### src/rtl/mcs_io_pkg.sv
// Shared register map and control layout for the MCS IO timer bank.
// Offsets, CONTROL bit positions and IRQ register addresses live here.
package mcs_io_pkg;

    localparam logic [3:0] OFF_PRELOAD = 4'h0;
    localparam logic [3:0] OFF_COUNTER = 4'h4;
    localparam logic [3:0] OFF_CONTROL = 4'h8;

    localparam int CTRL_EN_BIT     = 0;
    localparam int CTRL_RELOAD_BIT = 1;
    localparam int CTRL_PSC_LSB    = 8;
    localparam int CTRL_PSC_MSB    = 15;

    localparam logic [7:0] ADDR_IRQ_STATUS = 8'h80;
    localparam logic [7:0] ADDR_IRQ_ENABLE = 8'h84;

    typedef struct packed {
        logic [7:0] prescale;
        logic       reload;
        logic       en;
    } pit_ctrl_t;

    function automatic logic [31:0] be_mask(input logic [3:0] be);
        return {{8{be[3]}}, {8{be[2]}}, {8{be[1]}}, {8{be[0]}}};
    endfunction

endpackage

### src/rtl/mcs_pit_channel.sv
// One timer channel: optional prescaler, down counter, expiry pulse.
// Prescaler present only with MCS_PIT_PRESCALER_EN defined.
module mcs_pit_channel
    import mcs_io_pkg::*;
#(
    parameter int C_PIT_SIZE = 32
) (
    input  logic                  clk,
    input  logic                  rst_n,
    input  logic                  pit_en,
    input  logic                  preload_we,
    input  logic [C_PIT_SIZE-1:0] preload_wdata,
    input  logic                  ctrl_we,
    input  pit_ctrl_t             ctrl_wdata,
    output logic [C_PIT_SIZE-1:0] preload,
    output logic [C_PIT_SIZE-1:0] counter,
    output pit_ctrl_t             ctrl,
    output logic                  expire,
    output logic                  irq_pulse,
    output logic                  toggle
);

    logic tick;
    logic en_rise;
    logic active;

`ifdef MCS_PIT_PRESCALER_EN
    logic [7:0] psc_cnt;

    // prescale counter, restarted whenever EN rises
    always_ff @(posedge clk or negedge rst_n) begin
        if (!rst_n) begin
            psc_cnt <= '0;
        end else if (en_rise) begin
            psc_cnt <= '0;
        end else if (ctrl.en) begin
            psc_cnt <= tick ? 8'd0 : psc_cnt + 8'd1;
        end
    end

    assign tick = (psc_cnt == ctrl.prescale);
`else
    assign tick = 1'b1;
`endif

    assign en_rise = ctrl_we & ctrl_wdata.en & ~ctrl.en;
    assign active  = ctrl.en & pit_en & tick;
    assign expire  = active & (counter == '0);

    // preload only takes effect at the next load or reload
    always_ff @(posedge clk or negedge rst_n) begin
        if (!rst_n) begin
            preload <= '0;
        end else if (preload_we) begin
            preload <= preload_wdata;
        end
    end

    // software write wins; one-shot expiry drops EN otherwise
    always_ff @(posedge clk or negedge rst_n) begin
        if (!rst_n) begin
            ctrl <= '0;
        end else if (ctrl_we) begin
            ctrl <= ctrl_wdata;
        end else if (expire && !ctrl.reload) begin
            ctrl.en <= 1'b0;
        end
    end

    // down counter: load on EN rise, reload or hold at zero on expiry
    always_ff @(posedge clk or negedge rst_n) begin
        if (!rst_n) begin
            counter <= '0;
        end else if (en_rise) begin
            counter <= preload;
        end else if (expire) begin
            if (ctrl.reload) begin
                counter <= preload;
            end
        end else if (active) begin
            counter <= counter - 1'b1;
        end
    end

    // registered expiry pulse and toggle output
    always_ff @(posedge clk or negedge rst_n) begin
        if (!rst_n) begin
            irq_pulse <= 1'b0;
            toggle    <= 1'b0;
        end else begin
            irq_pulse <= expire;
            toggle    <= toggle ^ expire;
        end
    end

endmodule

### src/rtl/mcs_pit_bank.sv
// MCS IO bus timer bank: bus decode, IRQ status/enable, channel array.
// Optional per-channel prescaler enabled by MCS_PIT_PRESCALER_EN.
module mcs_pit_bank
    import mcs_io_pkg::*;
#(
    parameter int C_NUM_PIT  = 4,
    parameter int C_PIT_SIZE = 32
) (
    input  logic                 Clk,
    input  logic                 Reset_n,
    input  logic                 IO_Addr_Strobe,
    input  logic                 IO_Read_Strobe,
    input  logic                 IO_Write_Strobe,
    input  logic [31:0]          IO_Address,
    input  logic [3:0]           IO_Byte_Enable,
    input  logic [31:0]          IO_Write_Data,
    output logic [31:0]          IO_Read_Data,
    output logic                 IO_Ready,
    input  logic [C_NUM_PIT-1:0] PIT_Enable,
    output logic [C_NUM_PIT-1:0] PIT_Interrupt,
    output logic [C_NUM_PIT-1:0] PIT_Toggle,
    output logic                 INTC_IRQ
);

    logic [7:0]  addr;
    logic [2:0]  ch_sel;
    logic [3:0]  offs;
    logic        rd;
    logic        wr;
    logic        ch_hit;
    logic [31:0] be_m;
    logic [31:0] rdata;
    logic        unused_bits;

    logic [C_NUM_PIT-1:0] irq_status;
    logic [C_NUM_PIT-1:0] irq_enable;
    logic [C_NUM_PIT-1:0] expire;
    logic [C_NUM_PIT-1:0] w1c;

    logic [C_PIT_SIZE-1:0] ch_preload [C_NUM_PIT];
    logic [C_PIT_SIZE-1:0] ch_counter [C_NUM_PIT];
    pit_ctrl_t             ch_ctrl    [C_NUM_PIT];

    assign addr   = IO_Address[7:0];
    assign ch_sel = addr[6:4];
    assign offs   = addr[3:0];
    assign rd     = IO_Addr_Strobe & IO_Read_Strobe;
    assign wr     = IO_Addr_Strobe & IO_Write_Strobe;
    assign ch_hit = ~addr[7] & (int'(ch_sel) < C_NUM_PIT);
    assign be_m   = be_mask(IO_Byte_Enable);

    assign unused_bits = ^{IO_Address[31:8], be_m, IO_Write_Data};

    for (genvar n = 0; n < C_NUM_PIT; n++) begin : g_ch
        logic                  sel;
        logic                  pl_we;
        logic                  cr_we;
        logic [C_PIT_SIZE-1:0] pl_wd;
        logic [15:0]           cr_cur;
        logic [15:0]           cr_m;
        logic [7:0]            cr_psc;
        pit_ctrl_t             cr_wd;
        logic                  unused_cr;

        assign sel   = wr & ch_hit & (ch_sel == 3'(n));
        assign pl_we = sel & (offs == OFF_PRELOAD);
        assign cr_we = sel & (offs == OFF_CONTROL);

        assign pl_wd = (ch_preload[n] & ~be_m[C_PIT_SIZE-1:0])
                     | (IO_Write_Data[C_PIT_SIZE-1:0]
                        & be_m[C_PIT_SIZE-1:0]);

        assign cr_cur = {ch_ctrl[n].prescale, 6'b0,
                         ch_ctrl[n].reload, ch_ctrl[n].en};
        assign cr_m   = (cr_cur & ~be_m[15:0])
                      | (IO_Write_Data[15:0] & be_m[15:0]);

`ifdef MCS_PIT_PRESCALER_EN
        assign cr_psc = cr_m[CTRL_PSC_MSB:CTRL_PSC_LSB];
`else
        assign cr_psc = 8'd0;
`endif

        assign cr_wd = {cr_psc, cr_m[CTRL_RELOAD_BIT], cr_m[CTRL_EN_BIT]};
        assign unused_cr = ^cr_m;

        mcs_pit_channel #(
            .C_PIT_SIZE(C_PIT_SIZE)
        ) u_ch (
            .clk          (Clk),
            .rst_n        (Reset_n),
            .pit_en       (PIT_Enable[n]),
            .preload_we   (pl_we),
            .preload_wdata(pl_wd),
            .ctrl_we      (cr_we),
            .ctrl_wdata   (cr_wd),
            .preload      (ch_preload[n]),
            .counter      (ch_counter[n]),
            .ctrl         (ch_ctrl[n]),
            .expire       (expire[n]),
            .irq_pulse    (PIT_Interrupt[n]),
            .toggle       (PIT_Toggle[n])
        );
    end

    // read mux; unmapped addresses fall through to zero
    always_comb begin
        rdata = '0;
        unique case (1'b1)
            ch_hit: begin
                for (int n = 0; n < C_NUM_PIT; n++) begin
                    if (ch_sel == 3'(n)) begin
                        case (offs)
                            OFF_PRELOAD: rdata[C_PIT_SIZE-1:0] = ch_preload[n];
                            OFF_COUNTER: rdata[C_PIT_SIZE-1:0] = ch_counter[n];
                            OFF_CONTROL: rdata[15:0] = {ch_ctrl[n].prescale, 6'b0,
                                                        ch_ctrl[n].reload,
                                                        ch_ctrl[n].en};
                            default: ;
                        endcase
                    end
                end
            end
            (addr == ADDR_IRQ_STATUS): rdata[C_NUM_PIT-1:0] = irq_status;
            (addr == ADDR_IRQ_ENABLE): rdata[C_NUM_PIT-1:0] = irq_enable;
            default: ;
        endcase
    end

    assign w1c = (wr && addr == ADDR_IRQ_STATUS)
               ? (IO_Write_Data[C_NUM_PIT-1:0] & be_m[C_NUM_PIT-1:0])
               : '0;

    // status: expiry sets, W1C clears, expiry wins a tie
    always_ff @(posedge Clk or negedge Reset_n) begin
        if (!Reset_n) begin
            irq_status <= '0;
        end else begin
            irq_status <= (irq_status & ~w1c) | expire;
        end
    end

    // byte-lane writable interrupt enable mask
    always_ff @(posedge Clk or negedge Reset_n) begin
        if (!Reset_n) begin
            irq_enable <= '0;
        end else if (wr && addr == ADDR_IRQ_ENABLE) begin
            irq_enable <= (irq_enable & ~be_m[C_NUM_PIT-1:0])
                        | (IO_Write_Data[C_NUM_PIT-1:0]
                           & be_m[C_NUM_PIT-1:0]);
        end
    end

    // every qualified strobe completes one cycle later
    always_ff @(posedge Clk or negedge Reset_n) begin
        if (!Reset_n) begin
            IO_Ready     <= 1'b0;
            IO_Read_Data <= '0;
        end else begin
            IO_Ready     <= IO_Addr_Strobe & (IO_Read_Strobe | IO_Write_Strobe);
            IO_Read_Data <= rd ? rdata : 32'd0;
        end
    end

    assign INTC_IRQ = |(irq_status & irq_enable);

endmodule
### config.mk
export PLATFORM = sky130hd
export DESIGN_NAME = mcs_pit_bank
export DESIGN_NICKNAME = d
export VERILOG_FILES = /design/src/rtl/mcs_io_pkg.sv /design/src/rtl/mcs_pit_channel.sv /design/src/rtl/mcs_pit_bank.sv
export SDC_FILE = /design/constraint.sdc
export NUM_CORES = 1
export LEC_CHECK = 0
export CAP_MARGIN = 10
export CORE_MARGIN = 4
export CORE_UTILIZATION = 60
export DETAILED_ROUTE_END_ITERATION = 10
export PLACE_DENSITY = 0.8
export SYNTH_ARGS = -nofsm -noshare
export SYNTH_HDL_FRONTEND = slang
export SYNTH_HIERARCHICAL = 1
export SYNTH_SLANG_ARGS = --single-unit
### constraint.sdc
create_clock -name Clk -period 6.6 [get_ports Clk]
set_input_delay 0.66 -clock Clk [delete_from_list [all_inputs] [get_ports Clk]]
set_output_delay 0.66 -clock Clk [all_outputs]
set_load 0.1 [all_outputs]
# [Word level (Yosys, flattened, before mapping)]
# Cells that the tools add are included.
[classes] magnitude_cmp=1 n_bitwise=71 n_mux=41 eq_ne=11 n_reduce_logical=29 add_sub_neg=4
[op_table] cell="32-bit 2-to-1 mux" count=22
[op_table] cell="16-bit one-hot mux with 3 select lines" count=4
[op_table] cell="32-bit AND" count=5
[op_table] cell="32-bit logical NOT" count=4
[op_table] cell="32-bit OR" count=4
[op_table] cell="16-bit one-hot mux with 2 select lines" count=4
[op_table] cell="32-bit by 1-bit subtractor with 32-bit output (second input constant)" count=4
[op_table] cell="1-bit AND" count=33
[op_table] cell="32-bit inverter" count=1
[op_table] cell="28-bit 2-to-1 mux" count=1
[op_table] cell="4-bit AND" count=4
[op_table] cell="8-bit == test (second input constant)" count=2
[op_table] cell="3-bit by 2-bit != test with 1-bit output (second input constant)" count=4
[op_table] cell="4-bit one-hot mux with 3 select lines" count=1
[op_table] cell="3-bit nonzero test" count=4
[op_table] cell="2-bit AND" count=5
[op_table] cell="1-bit 2-to-1 mux" count=8
[op_table] cell="4-bit inverter" count=2
[op_table] cell="2-bit OR" count=4
[op_table] cell="4-bit OR" count=2
[op_table] cell="2-bit AND reduction" count=4
[op_table] cell="2-bit nonzero test" count=4
[op_table] cell="3-bit by 2-bit == test with 1-bit output (second input constant)" count=2
[op_table] cell="1-bit logical AND" count=6
[op_table] cell="13 further kinds" count=23
[word_totals] elab_cells=185 ff_bits=313 in_bits=77

# [Depth between registers and ports, before layout]
[depth] depth_word=12 depth_mapped=13 depth_no_buf=8

# [Cells and area by module]
# Netlist, hierarchy kept.
[modules_own_cells] mod="mcs_pit_channel" area_per_inst_um2=3882.5 n_inst=4 cells_each=362
[modules_own_cells] mod="mcs_pit_bank" area_per_inst_um2=5662.9 n_inst=1 cells_each=786

# [Worst setup path after synthesis]
# OpenSTA, ideal clock, no wires.
[synth_timing] kind="input to register" startpoint="input port IO_Address[0]" endpoint="register g_ch[0].u_ch.counter[20]" stages=13 setup_slack_ps=3157 arrival_time_ps=3320 path_cell_list="buf_4 nor4b_4 buf_2 nand4_1 nor4_1 nand2_1 or2_0 clkbuf_1 o21ai_1 clkbuf_1 clkbuf_1 nand2_1 o2bb2ai_1"
[synth_via] elab_chain_len=6 elab_cells_between_ends=8 classes_between="eq/ne (2); mux (1); bitwise (3); reduce/logical (2)"
[synth_rtl] item="start, declared" line_no="mcs_pit_bank.sv:14" text="input logic [31:0] IO_Address,"
[synth_rtl] item="4-bit == test (*)" line_no="mcs_pit_bank.sv:67" text="assign cr_we = sel & (offs == OFF_CONTROL);"
[synth_rtl] item="1-bit AND (*)" line_no="mcs_pit_bank.sv:67"
[synth_rtl] item="named net g_ch[0].cr_we" line_no="mcs_pit_bank.sv:57" text="logic cr_we;"
[synth_rtl] item="1-bit AND (*) (2 in series)" line_no="mcs_pit_channel.sv:46" text="assign en_rise = ctrl_we & ctrl_wdata.en & ~ctrl.en;"
[synth_rtl] item="3-bit by 2-bit != test with 1-bit output (no line) or 3-bit nonzero test (tied branches)"
[synth_rtl] item="2-bit AND reduction (no line)"
[synth_rtl] item="end signal, assigned" line_no="mcs_pit_channel.sv:75" text="counter <= preload;"
[synth_rtl] item="end signal, assigned" line_no="mcs_pit_channel.sv:78" text="counter <= preload;"
[synth_rtl] item="end signal, assigned" line_no="mcs_pit_channel.sv:81" text="counter <= counter - 1'b1;"
[synth_rtl] item="end, declared" line_no="mcs_pit_channel.sv:16" text="output logic [C_PIT_SIZE-1:0] counter,"
# Mark *: on every way through the listed nets, which the timed path passes. The rest lies on a longest branch.
# A chain may end at the register's enable or synchronous reset.

# [Worst setup path after layout]
[layout_timing] startpoint="input port IO_Address[1]" endpoint="register g_ch[1].u_ch.counter[14]"
[layout_via] elab_chain_len=6 elab_cells_between_ends=8 classes_between="eq/ne (2); mux (1); bitwise (3); reduce/logical (2)"
[layout_rtl] item="4-bit == test (*)" line_no="mcs_pit_bank.sv:67"
[layout_rtl] item="1-bit AND (*)" line_no="mcs_pit_bank.sv:67"
[layout_rtl] item="named net g_ch[1].cr_we" line_no="mcs_pit_bank.sv:57"
[layout_rtl] item="1-bit AND (*) (2 in series)" line_no="mcs_pit_channel.sv:46"
[layout_rtl] item="3-bit by 2-bit != test with 1-bit output (no line) or 3-bit nonzero test (tied branches)"
[layout_rtl] item="2-bit AND reduction (no line)"
[layout_rtl] item="end signal, assigned" line_no="mcs_pit_channel.sv:75"
[layout_rtl] item="end signal, assigned" line_no="mcs_pit_channel.sv:78"
[layout_rtl] item="end signal, assigned" line_no="mcs_pit_channel.sv:81"
[layout_rtl] item="end, declared" line_no="mcs_pit_channel.sv:16"
# Marked as above.

==> qor.csv <==
stage;metric;value;unit
final_layout;most common cell after layout, fill and taps aside;dfrtp_1;
clock_network;CTS root buf;clkbuf_16;
timing;Fin Setup TNS;0;ps
die;Initial Util;61.1;%
critical_path;Worst path slowest cell;clkdlybuf4s50_1;
final_layout;Filler Cell Count;2715;
clock_network;clk_lat worst skew;550;ps
synthesis;Cells after Synth;2234;
power;Net Sw Frac;24.5;%
power;P_int;0.00352;W
synthesis;synthesized cell area;21200;sq um
power;P_sw;0.00114;W
route;detailed-route via count;19200;
synthesis;post-synthesis sequential element count;345;
synthesis;Synth area leader;dfrtp_1;
synthesis;Most used DFF post-synth;dfrtp_1;
placed_design;post-place setup slack;1750;ps
final_layout;share of layout cells above drive strength 1;17.3;%
global_route;GRT overflow;0;
die;DIE AREA;38400;sq um
timing;final setup fails;0;
power;Static Leak;10.2;nW
global_route;All-Layer GR Usage;37.2;%
critical_path;worst-path cell chain;clkdlybuf4s50_1 > nor4b_4 > buf_4 > nand4_1 > nor2_1 > buf_4 > nand2_1 > or2_0 > buf_4 > o21a_1 > or4_1 > o211a_1;
final_layout;area taken by multi-input logic gates;11300;sq um
route;Avg Vias per Cell;6.88;
clock_network;post_cts resized;0;
clock_network;clock-pin slew on the worst setup and hold paths;60;ps
route;WL final;73.1;mm
critical_path;WP data arrival;4820;ps
timing;post-layout worst setup margin;2220;ps
synthesis;Yosys top cell area share;40.7;%
timing;Slew HR;14.1;%
global_route;vias in the first global route;18900;
critical_path;Crit Reg-Reg Startpoint;g_ch[3].u_ch/counter[10]$_DFFE_PN0P_;
clock_network;hold_buf cts;0;
die;# IOs;119;
die;chip width;196;um
outcome;status;finished, final reports clean;
final_layout;register area;8630;sq um
synthesis;Ys Warns;6;
final_layout;# nets final;2382;
timing;Setup Skew;10.9;ps
timing;final worst path period need;4380;ps
timing;Max Slew Vio Count;0;
final_layout;Layout area overhead;12.3;%
placed_design;PortBufs;94;
synthesis;leading post-synthesis cells by cell area;dfrtp_1, mux2_2, o21ai_0, mux2i_1, inv_1;
timing;fmax;0.228;GHz
route;wire per inst;26.2;um
critical_path;crit start category;input port;
power;Sequential Power Share;46.1;%
min_path;Hold Path Class;input port to async pin;
clock_network;H-tree Lvls;2;
job;max cap viols;0;
timing;Hold Fails Final Rpt;0;
power;Logic pwr share;6.4;%
critical_path;CP Launch Point;IO_Address[1];
critical_path;Worst Setup End Kind;flop;
power;Power, Total;0.00466;W
global_route;largest net degree at the start of global routing;145;
final_layout;commonest cells after routing, fill and taps aside;dfrtp_1, o21ai_0, inv_1;
clock_network;total CTS buffers;40;
clock_network;Sink Count;345;
critical_path;R2R cell count;7;
critical_path;CP max FO;29;
timing;RSZ-0062 raised after global routing;no;
global_route;wire length of the first global-routing pass;112;mm
synthesis;Synth async-reset ratio;100;%
critical_path;CP required;7040;ps
route;DRT Pass-1 Iters;5;
placed_design;dpl hpwl;51.4;mm
clock_network;Max Buffers Root-to-Sink;3;
critical_path;slowest cell delay on critical path;690;ps
route;# DRC;0;
timing;Final period util;66.4;%
synthesis;Seq/Total Area, Yosys;40.7;%
critical_path;Worst path most repeated cell;buf_4;
power;cell area power density;196;nW/um^2
route;Routed Antenna Nets;0;
timing;Worst Tran Pin Value;1290;ps
route;1st-iter DRT viols;2040;
power;clock network fraction of total power;47.5;%
power;VDD IR max;213;uV
global_route;initial antenna violation count;1;
critical_path;WS Path Type;input port to flop;
placed_design;routability cong.;1.01;
die;Die Ht;196;um
clock_network;# Post-CTS Setup Buffers;0;
die;core footprint;34700;sq um
synthesis;number of synthesized flops with an enable pin;0;
clock_network;CTS tree;yes;
die;FP Rows;68;
timing;WHS;96.8;ps
synthesis;Distinct cells, synth;80;
synthesis;Syn Area/Cell;9.49;sq um
==> metal layers <==
| metal | GRT usage [%] | share of wire (%) | wire length (um) |
|---|---|---|---|
| met5 | 0 | 0.046 | 34 |
| met3 | 7.61 | 8.9 | 6540 |
| met4 | 17.1 | 5.1 | 3700 |
| met2 | 58.8 | 46 | 33900 |
| met1 | 49.5 | 40 | 28900 |
==> cells in the mapped netlist, drive strengths merged, types with 6 or more instances <==
master     n
o221ai     6
clkbuf    77
a21oi    110
or2       22
inv      180
and2       9
nand2b    15
nor2     102
a32o      12
a2bb2oi   16
o22a      16
a22o      35
buf       67
nand2    148
or3       25
nor4      59
nor2b      7
nand3     53
mux2i     77
o211ai    30
mux2     174
o311ai    16
a41oi      8
o2bb2ai   20
xnor2      8
a31oi     23
o32ai     11
a221oi    15
nand4     35
nor4b     10
o21a      13
a22oi     56
o22ai      7
a221o     14
nor3      65
dfrtp    345
or4       33
o21ai    262
==> power by group through the flow <==
stage          logic, W  registers [W]  clock network [W]
5_1_grt        0.000318        0.00215            0.00231
2_1_floorplan  0.000132        0.00219                  0
4_1_cts        0.000289        0.00215            0.00223
6_report       0.000298        0.00215            0.00221
3_3_place_gp   0.000280        0.00219                  0
3_5_place_dp   0.000288        0.00219                  0
==> sequential cells by signal (all words and copies together), names as in the netlist, named ones only <==
name                 cells
g_ch.u_ch/counter      128
g_ch.u_ch/preload      128
g_ch.u_ch/ctrl          40
IO_Read_Data            32
g_ch.u_ch/irq_pulse      4
g_ch.u_ch/toggle         4
irq_status               4
IO_Ready                 1
==> kinds of logic after synthesis <==
family,count (synthesis),synth area share (%)
adders and majority gates,4,0.236
other,1,0.0177
xor gates and xnor gates,8,0.331
buffers and inverters,324,6.53
and+or+nand+nor,600,16.4
DFF,345,40.7
muxes,252,13.0
AOI/OAI and AO/OA,700,22.8
==> area by class of cell <==
cell class / count / area share (%)
clock inverter: 11 / 0.478
timing repair buffer: 138 / 5.49
clock buffer: 59 / 4.89
sequential: 345 / 36.3
antenna: 2 / 0.0210
tap: 455 / 2.39
inverter: 180 / 2.84
multi-input combinational: 1596 / 47.6
==> critical path, delay by kind of cell <==
kind | cells | cell delay (ps)
compound gates | 2 | 710
simple gates | 6 | 1930
buf+inv | 4 | 1510
==> path summary, 6_finish.rpt <==
check                      slack, ps                                   end
min in group Clk                 480         g_ch[0].u_ch/toggle$_DFF_PN0_
max                             2220  g_ch[1].u_ch/counter[14]$_DFFE_PN0P_
min reg2reg                      480         g_ch[0].u_ch/toggle$_DFF_PN0_
min                              100  g_ch[0].u_ch/preload[13]$_DFFE_PN0P_
max reg2reg                     2680  g_ch[3].u_ch/counter[15]$_DFFE_PN0P_
max in group asynchronous       5160  g_ch[2].u_ch/counter[16]$_DFFE_PN0P_
==> per-stage QoR <==
step           utilization (%)  area (sq um)  std cells
2_1_floorplan                -         21300       2265
3_3_place_gp              64.8         22500       2713
3_5_place_dp              64.8         22500       2713
4_1_cts                   68.5         23800       2783
5_1_grt                   68.6         23800       2784
6_report                  68.6         23800       2786
(Power assumes the default switching activity.)
